<file path="src/rtl/dwave_gen.sv">
// Programmable pulse-train generator: LOW/HIGH periods with an optional trailing
// glitch pulse, bursts of n_periods or continuous until stop.
module dwave_gen #(
   parameter int CNT_W    = 8,
   parameter int GLITCH_W = 1
) (
   input  logic             clk,
   input  logic             rst_n,
   input  logic             start,
   input  logic             stop,
   input  logic [CNT_W-1:0] low_len,
   input  logic [CNT_W-1:0] high_len,
   input  logic             glitch_en,
   input  logic [CNT_W-1:0] glitch_gap,
   input  logic [CNT_W-1:0] glitch_w,
   input  logic [CNT_W-1:0] n_periods,
   output logic             d_out,
   output logic             busy,
   output logic             period_done
);

   localparam logic [2:0] S_IDLE = 3'd0;
   localparam logic [2:0] S_LOW  = 3'd1;
   localparam logic [2:0] S_HIGH = 3'd2;
   localparam logic [2:0] S_GAP  = 3'd3;
   localparam logic [2:0] S_GLIT = 3'd4;

   localparam logic [CNT_W-1:0] ZERO    = {CNT_W{1'b0}};
   localparam logic [CNT_W-1:0] ONE     = {{(CNT_W-1){1'b0}}, 1'b1};
   localparam logic [CNT_W-1:0] GW_RAW  = CNT_W'(GLITCH_W);
   localparam logic [CNT_W-1:0] GW_DFLT = (GW_RAW == ZERO) ? ONE : GW_RAW;

   // A programmed length of zero still occupies one cycle.
   function automatic logic [CNT_W-1:0] eff_len(input logic [CNT_W-1:0] len,
                                                input logic [CNT_W-1:0] dflt);
      return (len == ZERO) ? dflt : len;
   endfunction

   logic [2:0]       state_r, nxt_state_s;
   logic [CNT_W-1:0] cnt_r, nxt_cnt_s;
   logic [CNT_W-1:0] pcnt_r, nxt_pcnt_s;
   logic             stop_pend_r, nxt_stop_s;
   logic [CNT_W-1:0] low_r, high_r, gap_r, gw_r, n_r;
   logic             gen_r;
   logic [CNT_W-1:0] cur_len_s;
   logic             last_s, eop_s, pd_nxt_s;
   logic             d_out_r, busy_r, pd_r;

   assign d_out       = d_out_r;
   assign busy        = busy_r;
   assign period_done = pd_r;

   // Length of the phase currently being timed.
   always_comb begin
      cur_len_s = ONE;
      case (state_r)
         S_LOW:   cur_len_s = low_r;
         S_HIGH:  cur_len_s = high_r;
         S_GAP:   cur_len_s = gap_r;
         S_GLIT:  cur_len_s = gw_r;
         default: cur_len_s = ONE;
      endcase
   end

   assign last_s = (cnt_r == (cur_len_s - ONE));

   // Next-state, phase counter, period counter and pending-stop logic.
   always_comb begin
      nxt_state_s = state_r;
      nxt_cnt_s   = cnt_r + ONE;
      nxt_pcnt_s  = pcnt_r;
      nxt_stop_s  = stop_pend_r | stop;
      eop_s       = 1'b0;
      case (state_r)
         S_IDLE: begin
            nxt_cnt_s = ZERO;
            if (start) begin
               nxt_state_s = S_LOW;
               nxt_pcnt_s  = ZERO;
               nxt_stop_s  = stop;
            end else begin
               nxt_stop_s  = 1'b0;
            end
         end
         S_LOW: begin
            if (last_s) begin
               nxt_state_s = S_HIGH;
               nxt_cnt_s   = ZERO;
            end else begin
               nxt_state_s = S_LOW;
            end
         end
         S_HIGH: begin
            if (last_s && gen_r) begin
               nxt_state_s = S_GAP;
               nxt_cnt_s   = ZERO;
            end else begin
               eop_s = last_s;
            end
         end
         S_GAP: begin
            if (last_s) begin
               nxt_state_s = S_GLIT;
               nxt_cnt_s   = ZERO;
            end else begin
               nxt_state_s = S_GAP;
            end
         end
         S_GLIT: begin
            eop_s = last_s;
         end
         default: begin
            nxt_state_s = S_IDLE;
            nxt_cnt_s   = ZERO;
            nxt_stop_s  = 1'b0;
         end
      endcase
      // A stop arriving on the final cycle still ends the burst at this boundary.
      if (eop_s) begin
         nxt_pcnt_s = pcnt_r + ONE;
         nxt_cnt_s  = ZERO;
         if (stop_pend_r || stop || ((n_r != ZERO) && ((pcnt_r + ONE) == n_r))) begin
            nxt_state_s = S_IDLE;
            nxt_stop_s  = 1'b0;
         end else begin
            nxt_state_s = S_LOW;
         end
      end else begin
         nxt_pcnt_s = nxt_pcnt_s;
      end
   end

   // period_done is registered, so it is predicted from the upcoming state/count.
   always_comb begin
      pd_nxt_s = ((nxt_state_s == S_HIGH) && !gen_r && (nxt_cnt_s == (high_r - ONE))) ||
                 ((nxt_state_s == S_GLIT) && (nxt_cnt_s == (gw_r - ONE)));
   end

   // State, counters and registered outputs.
   always_ff @(posedge clk or negedge rst_n) begin
      if (!rst_n) begin
         state_r     <= S_IDLE;
         cnt_r       <= ZERO;
         pcnt_r      <= ZERO;
         stop_pend_r <= 1'b0;
         d_out_r     <= 1'b0;
         busy_r      <= 1'b0;
         pd_r        <= 1'b0;
      end else begin
         state_r     <= nxt_state_s;
         cnt_r       <= nxt_cnt_s;
         pcnt_r      <= nxt_pcnt_s;
         stop_pend_r <= nxt_stop_s;
         d_out_r     <= (nxt_state_s == S_HIGH) || (nxt_state_s == S_GLIT);
         busy_r      <= (nxt_state_s != S_IDLE);
         pd_r        <= pd_nxt_s;
      end
   end

   // Burst settings captured on an accepted start and frozen for the burst.
   always_ff @(posedge clk or negedge rst_n) begin
      if (!rst_n) begin
         low_r  <= ZERO;
         high_r <= ZERO;
         gap_r  <= ZERO;
         gw_r   <= ZERO;
         n_r    <= ZERO;
         gen_r  <= 1'b0;
      end else if ((state_r == S_IDLE) && start) begin
         low_r  <= eff_len(low_len, ONE);
         high_r <= eff_len(high_len, ONE);
         gap_r  <= eff_len(glitch_gap, ONE);
         gw_r   <= eff_len(glitch_w, GW_DFLT);
         n_r    <= n_periods;
         gen_r  <= glitch_en;
      end else begin
         gen_r  <= gen_r;
      end
   end

endmodule
</file>
<file path="config.mk">
export PLATFORM = sky130hd
export DESIGN_NAME = dwave_gen
export DESIGN_NICKNAME = d
export VERILOG_FILES = /design/src/rtl/dwave_gen.sv
export SDC_FILE = /design/constraint.sdc
export NUM_CORES = 1
export LEC_CHECK = 0
export BUFFER_PORTS_ARGS = -buffer_cell sky130_fd_sc_hd__buf_2
export CAP_MARGIN = 5
export CORE_MARGIN = 4
export CORE_UTILIZATION = 40
export DETAILED_ROUTE_END_ITERATION = 6
export PLACE_DENSITY = 0.57
export SLEW_MARGIN = 20
export SYNTH_ARGS = -nofsm -noshare
export SYNTH_HDL_FRONTEND = slang
export SYNTH_SLANG_ARGS = --single-unit
</file>
<file path="constraint.sdc">
create_clock -name clk -period 2.8 [get_ports clk]
set_input_delay 0.14 -clock clk [delete_from_list [all_inputs] [get_ports clk]]
set_output_delay 0.14 -clock clk [all_outputs]
set_load 0.02 [all_outputs]
</file>
## Word-level counts from Yosys, hierarchy flattened

Cells that the tools add are included.

- $add $sub $neg: 5
- Multipliers: 0
- Divide/modulo/power cells: 0
- Order comparisons: 0
- Equality and inequality tests: 10
- Shifts and indexed selects: 0
- Multiplexer cells: 25
- Bitwise gates (word level): 1
- Reductions and logical operators: 23

Operators with widths:

| cell | count |
|---|---|
| 8-bit 2-to-1 mux | 10 |
| 8-bit equality test | 4 |
| 8-bit logical NOT | 4 |
| 8-bit one-hot mux with 4 select lines | 1 |
| 8-bit one-hot mux with 3 select lines | 1 |
| 8-bit by 1-bit subtractor with 8-bit output, second input constant | 3 |
| 8-bit by 1-bit adder with 8-bit output, second input constant | 2 |
| 3-bit one-hot mux with 5 select lines | 1 |
| 3-bit 2-to-1 mux | 4 |
| 3-bit by 2-bit equality test with 1-bit output, second input constant | 3 |
| 8-bit nonzero test | 1 |
| 3-bit equality test, second input constant | 2 |
| 1-bit logical AND | 6 |
| 1-bit 2-to-1 mux | 5 |
| 1-bit logical OR | 4 |
| 1-bit one-hot mux with 2 select lines | 2 |
| 2-bit nonzero test | 2 |
| 4-bit OR reduction | 1 |
| 3-bit by 1-bit equality test with 1-bit output, second input constant | 1 |
| 3-bit logical NOT | 1 |
| 3-bit nonzero test | 1 |
| 2-bit 2-to-1 mux | 1 |
| 2-bit AND reduction | 1 |
| 2-bit OR reduction | 1 |
| other kinds (2) | 2 |

- Flip-flop bits (word level): 64
- Bits in latches: 0
- RAM bits: 0
- ROM bits: 0
- Input port bits: 45
- Output and inout port bits: 3
- Word-level logic and storage cells: 77
- Memories: 0

## Longest topological paths before layout

- Depth after elaboration: 12
- Mapped depth: 16
- Depth with buffers taken out: 13

## Worst setup path before layout

Ideal clock, no wire load.

- Path kind: register to register
- Start: register state_r[0]
- End: register pd_r (netlist: period_done)
- Setup time: 0.082 ns
- Data arrival time: 3.046 ns
- Data required time: 2.718 ns
- Setup slack: -0.328 ns
- Stages on the path, launching flop included: 17
- Path buffers: 3
- Period minus slack after synthesis: 3.128 ns
- Path through: dfrtp_1 buf_6 and3b_1 buf_2 a22o_1 a21oi_1 ha_1 xor2_1 xnor2_1 nor3_1 nand4_1 a21oi_4 buf_6 o21ai_0 a2111oi_2 o2111ai_1 o22ai_1

- Longest elaborated chain between the ends: 12
- Elaborated cells on any way between the ends: 30
- Those cells by class: 1 x add/sub; 9 x eq/ne; 13 x mux; 7 x reduce/logical

RTL lines:

| item | RTL line | text |
|---|---|---|
| start, declared | 39 | `logic [2:0] state_r, nxt_state_s;` |
| start signal, assigned | 150 | `state_r <= nxt_state_s;` |
| 3-bit equality test (tied with other cells) | 56, 74 |  |
| 8-bit one-hot mux with 4 select lines | 56 | `case (state_r)` |
| 8-bit by 1-bit subtractor with 8-bit output | 65 | `assign last_s = (cnt_r == (cur_len_s - ONE));` |
| 8-bit equality test | 65 |  |
| 1-bit logical AND | 94 | `if (last_s && gen_r) begin` |
| 3-bit 2-to-1 mux / 1-bit 2-to-1 mux (equally long branches) | 94 |  |
| 3-bit one-hot mux with 5 select lines / 1-bit one-hot mux with 2 select lines (equally long branches) | 74 | `case (state_r)` |
| 3-bit 2-to-1 mux | 119 | `if (eop_s) begin` |
| 3-bit by 2-bit equality test with 1-bit output | 135 | `pd_nxt_s = ((nxt_state_s == S_HIGH) && !gen_r && (nxt_cnt_s == (high_r - ONE))) \|\|` |
| 1-bit logical AND (2 in series) | 135 |  |
| 1-bit logical OR * | 135 |  |
| named net pd_nxt_s | 46 | `logic last_s, eop_s, pd_nxt_s;` |
| end signal, assigned | 156 | `pd_r <= pd_nxt_s;` |
| end, declared | 47 | `logic d_out_r, busy_r, pd_r;` |

The timed path passes the listed nets; every way through them passes the cells marked *.
A chain may end at the register's enable or synchronous reset.

## Final worst setup path

- Start: register state_r[1]
- End: register pd_r (netlist: period_done)

The elaborated chain is that of the path after synthesis.

==> impl_metrics.tcl <==
set metrics [dict create \
    status "finished with violations" \
    violations "setup timing" \
    max_freq_ghz 0.305 \
    slew_headroom_pct 44.5 \
    die-area_mm2 0.0118 \
    die_w_um 109 \
    fin_skew_ns 0.0107 \
    cap_viol_max_count 0 \
    postSynthCellCount 478 \
    cts_buffer_depth 2 \
    setup_slack_ns -0.478 \
    numPortBuffers 47 \
    ir_drop_mv 0.370 \
    synth-edff-count 0 \
    finalSetupViolCount 19 \
    dpl_cell_area_mm2 0.00484 \
    final_cell_area_mm2 0.00570 \
    drc 0 \
    p_per_area_mw_per_mm2 1060 \
    io_pins 48 \
    synth-simple-area-share_pct 28.9 \
    layout_common_cells "nand2_1 (124), dfrtp_1 (63), buf_4 (63)" \
    grt.total_usage_pct 22.1 \
    synth_seq_cells 64 \
    grt_max_degree 65 \
    path_max_fanout 8 \
    synthXorXnorAreaFrac_pct 9.30 \
    topRoutingLayerUsed "met4" \
    synthArstFlopShare_pct 100 \
    drive_gt1_share_pct 30.7 \
    area_delta_synth_final_pct 40.6 \
    vias 3923 \
    finalSetupTns_ns -4.00 \
    clock_latency_ns 0.35 \
    synthAdderAreaFrac_pct 1.54 \
    cts_tree "yes" \
    power_frac_seq_pct 27.6 \
    dr_wl_met2_um 5840 \
    switching_share_pct 41.9 \
    grt_overflow 0 \
    grt_first_pass_wirelength_um 20000 \
    required_ns 3.08 \
    synth.avg_cell_area_um2 8.47 \
    p_comb_share_pct 58.8 \
    total_power_uw 6020 \
    avgViaCountPerCell 5.17 \
    nets 671 \
    htreeDepth 3 \
    finalHoldViolCount 0 \
    drt_iter0_drc 163 \
    cp-start-kind "flop" \
    slew_viol_final 0 \
    coreArea_mm2 0.00982 \
    synth_area_mm2 0.00405 \
    rows 36 \
    synth_top_family_by_area "simple AND/OR/NAND/NOR gates" \
    die_h_um 109 \
    root_buffer "clkbuf_8" \
    muxShareOfSynthArea_pct 1.39 \
    final_common_cell "nand2_1" \
    fin_util_pct 58.0 \
    p_leak_uw 0.00270 \
    hold_class "primary input to flop" \
    worstSetupPathType "flop to flop" \
    seq_area_frac_synth_pct 39.5 \
    cts_made_buffers 9 \
    rsz0062_at_grt "yes" \
    worstPathArrival_ns 3.56 \
    syn_nets 528 \
    antenna_found_initial 0 \
    antenna_left 0 \
    yosysWarnings 0 \
    yosysUniqueCellTypes 63 \
    post-place-ws_ns -0.586 \
    place_congestion 0.895 \
    netSwitchingPower_uw 2530 \
    p_int_uw 3500 \
    fin_crit_sh_pct 117 \
    worstMarginPinSlew_ns 0.832 \
    initial_core_util_pct 41.2 \
    firstDrtPassIters 4 \
    crit_path_end_kind "flop" \
    wl_met1_um 5470 \
    synth_flop_cell "dfrtp_1" \
    wl_met3_um 375 \
    diodes 0 \
    hpwl_um 8560 \
    wl_per_cell_um 15.9 \
    grt_pass1_vias 3989 \
    synth-compound-area-share_pct 15.1 \
    finalCriticalPeriod_ns 3.28 \
    nFillCells 957 \
    clk_pin_slew_worst_paths_ns 0.07 \
    wl_um 12100 \
    pwr-share-clk_pct 13.5 \
    cts.sinks 64 \
]
-- power groups by stage --
stage / logic (µW) / registers [µW] / clock network [µW]
after global placement: 3060 / 1680 / 0
after detailed placement: 3110 / 1670 / 0
after global routing: 3910 / 1720 / 876
final: 3540 / 1670 / 816
after floorplan: 2130 / 1570 / 0
after CTS: 3370 / 1660 / 837
-- per-stage QoR --
| step | hold WS [ns] | cells |
|---|---|---|
| detailed placement | 0.335 | 698 |
| global placement | 0.329 | 698 |
| CTS | 0.00195 | 754 |
| global route | 0.0136 | 759 |
| finish | 0.00636 | 759 |
| floorplan | -0.156 | 478 |
-- worst max-delay path, stage by stage, from the launching register on --
cell and delay [ns]:
dfrtp_2 0.46, buf_6 0.14, nor3b_4 0.31, a22o_1 0.21
a21oi_2 0.04, ha_2 0.19, xor2_2 0.18, xnor2_1 0.14
nor3_1 0.15, nand4_1 0.21, a21oi_4 0.29, nand2_1 0.16
a2111oi_4 0.38, o2111ai_2 0.16, o22ai_1 0.17
-- synthesized netlist by cell type, types with 2 or more instances --
| cell | count | share of area (%) |
|---|---|---|
| nor4_1 | 7 | 1.1 |
| xor2_1 | 24 | 5.2 |
| a22o_1 | 7 | 1.5 |
| nand2_1 | 127 | 12 |
| xnor2_1 | 19 | 4.1 |
| inv_1 | 11 | 1.0 |
| nor2_1 | 30 | 2.8 |
| or3_1 | 5 | 0.77 |
| nand3_1 | 16 | 2.0 |
| a22oi_1 | 5 | 0.93 |
| a32oi_1 | 3 | 0.65 |
| a21oi_1 | 8 | 0.99 |
| dfrtp_1 | 64 | 40 |
| a21o_1 | 3 | 0.56 |
| o2111ai_1 | 2 | 0.43 |
| nor2b_1 | 7 | 1.1 |
| ha_1 | 5 | 1.5 |
| or2_2 | 4 | 0.62 |
| buf_6 | 5 | 1.4 |
| a31o_2 | 2 | 0.43 |
| a2111oi_2 | 2 | 0.74 |
| clkbuf_1 | 15 | 1.4 |
| o22ai_1 | 2 | 0.31 |
| or4_1 | 4 | 0.74 |
| nor4bb_1 | 2 | 0.49 |
| mux2i_1 | 3 | 0.74 |
| a31oi_1 | 3 | 0.46 |
| o21ai_0 | 24 | 3.0 |
| nor3_1 | 15 | 1.9 |
| buf_2 | 2 | 0.25 |
| nor3b_1 | 2 | 0.37 |
| nand4_1 | 9 | 1.4 |
| nand2b_1 | 3 | 0.46 |
| and3_1 | 9 | 1.4 |
-- sequential cells by signal, indices dropped and copies added (netlist names) --
name and cells:
d_out 1, gw_r 8, low_r 8, high_r 8
gap_r 8, cnt_r 8, period_done 1, pcnt_r 8
busy 1, n_r 8, stop_pend_r 1, state_r 3
gen_r 1
-- logic make-up (layout without fill, tap and decap cells) --
| family | Yosys count | after routing |
|---|---|---|
| AOI/OAI and AO/OA | 78 | 78 |
| adders and majority gates | 5 | 5 |
| xor gates and xnor gates | 43 | 43 |
| DFF | 64 | 64 |
| buffers and inverters | 34 | 182 |
| and+or+nand+nor | 249 | 249 |
| muxes | 5 | 5 |
-- repair_timing --
item	in CTS	in global routing
setup buffers	10	3
pin swaps	16	11
gates resized for setup	40	18
hold endpoints to repair	87	0
gates cloned	0	2
endpoints found under the setup margin	21	23
hold buffers	31	0
-- final cells by class --
type | count | area, µm² | share of cell area, %
clock buffer | 13 | 159 | 2.79
clock inverter | 3 | 40.0 | 0.703
inverter | 11 | 41.3 | 0.725
multi-input combinational | 380 | 2490 | 43.7
sequential | 64 | 1600 | 28.1
tap | 133 | 166 | 2.92
timing repair buffer | 155 | 1200 | 21.0
-- routing by layer --
| metal | GRT usage, % | vias to the layer above |
|---|---|---|
| met5 | 0 | - |
| met4 | 9.47 | 0 |
| met3 | 4.44 | 25 |
| met2 | 35.7 | 60 |
| met1 | 28.8 | 1895 |
| li1 | - | 1943 |
-- final timing paths --
path / slack (ns) / end / from / cells after the start
worst max-delay path: -0.48 / period_done / state_r[1] / 14
worst min-delay path: 0.006 / gw_r[6] / glitch_w[6] / 3
worst max register to register: -0.48 / period_done / state_r[1] / 14
worst min register to register: 0.49 / low_r[5] / low_r[5] / 2
max in group asynchronous: 1.71 / state_r[1] / rst_n / 3
min in group asynchronous: 0.51 / gap_r[5] / rst_n / 3
Power figures use the tool's default switching activity.
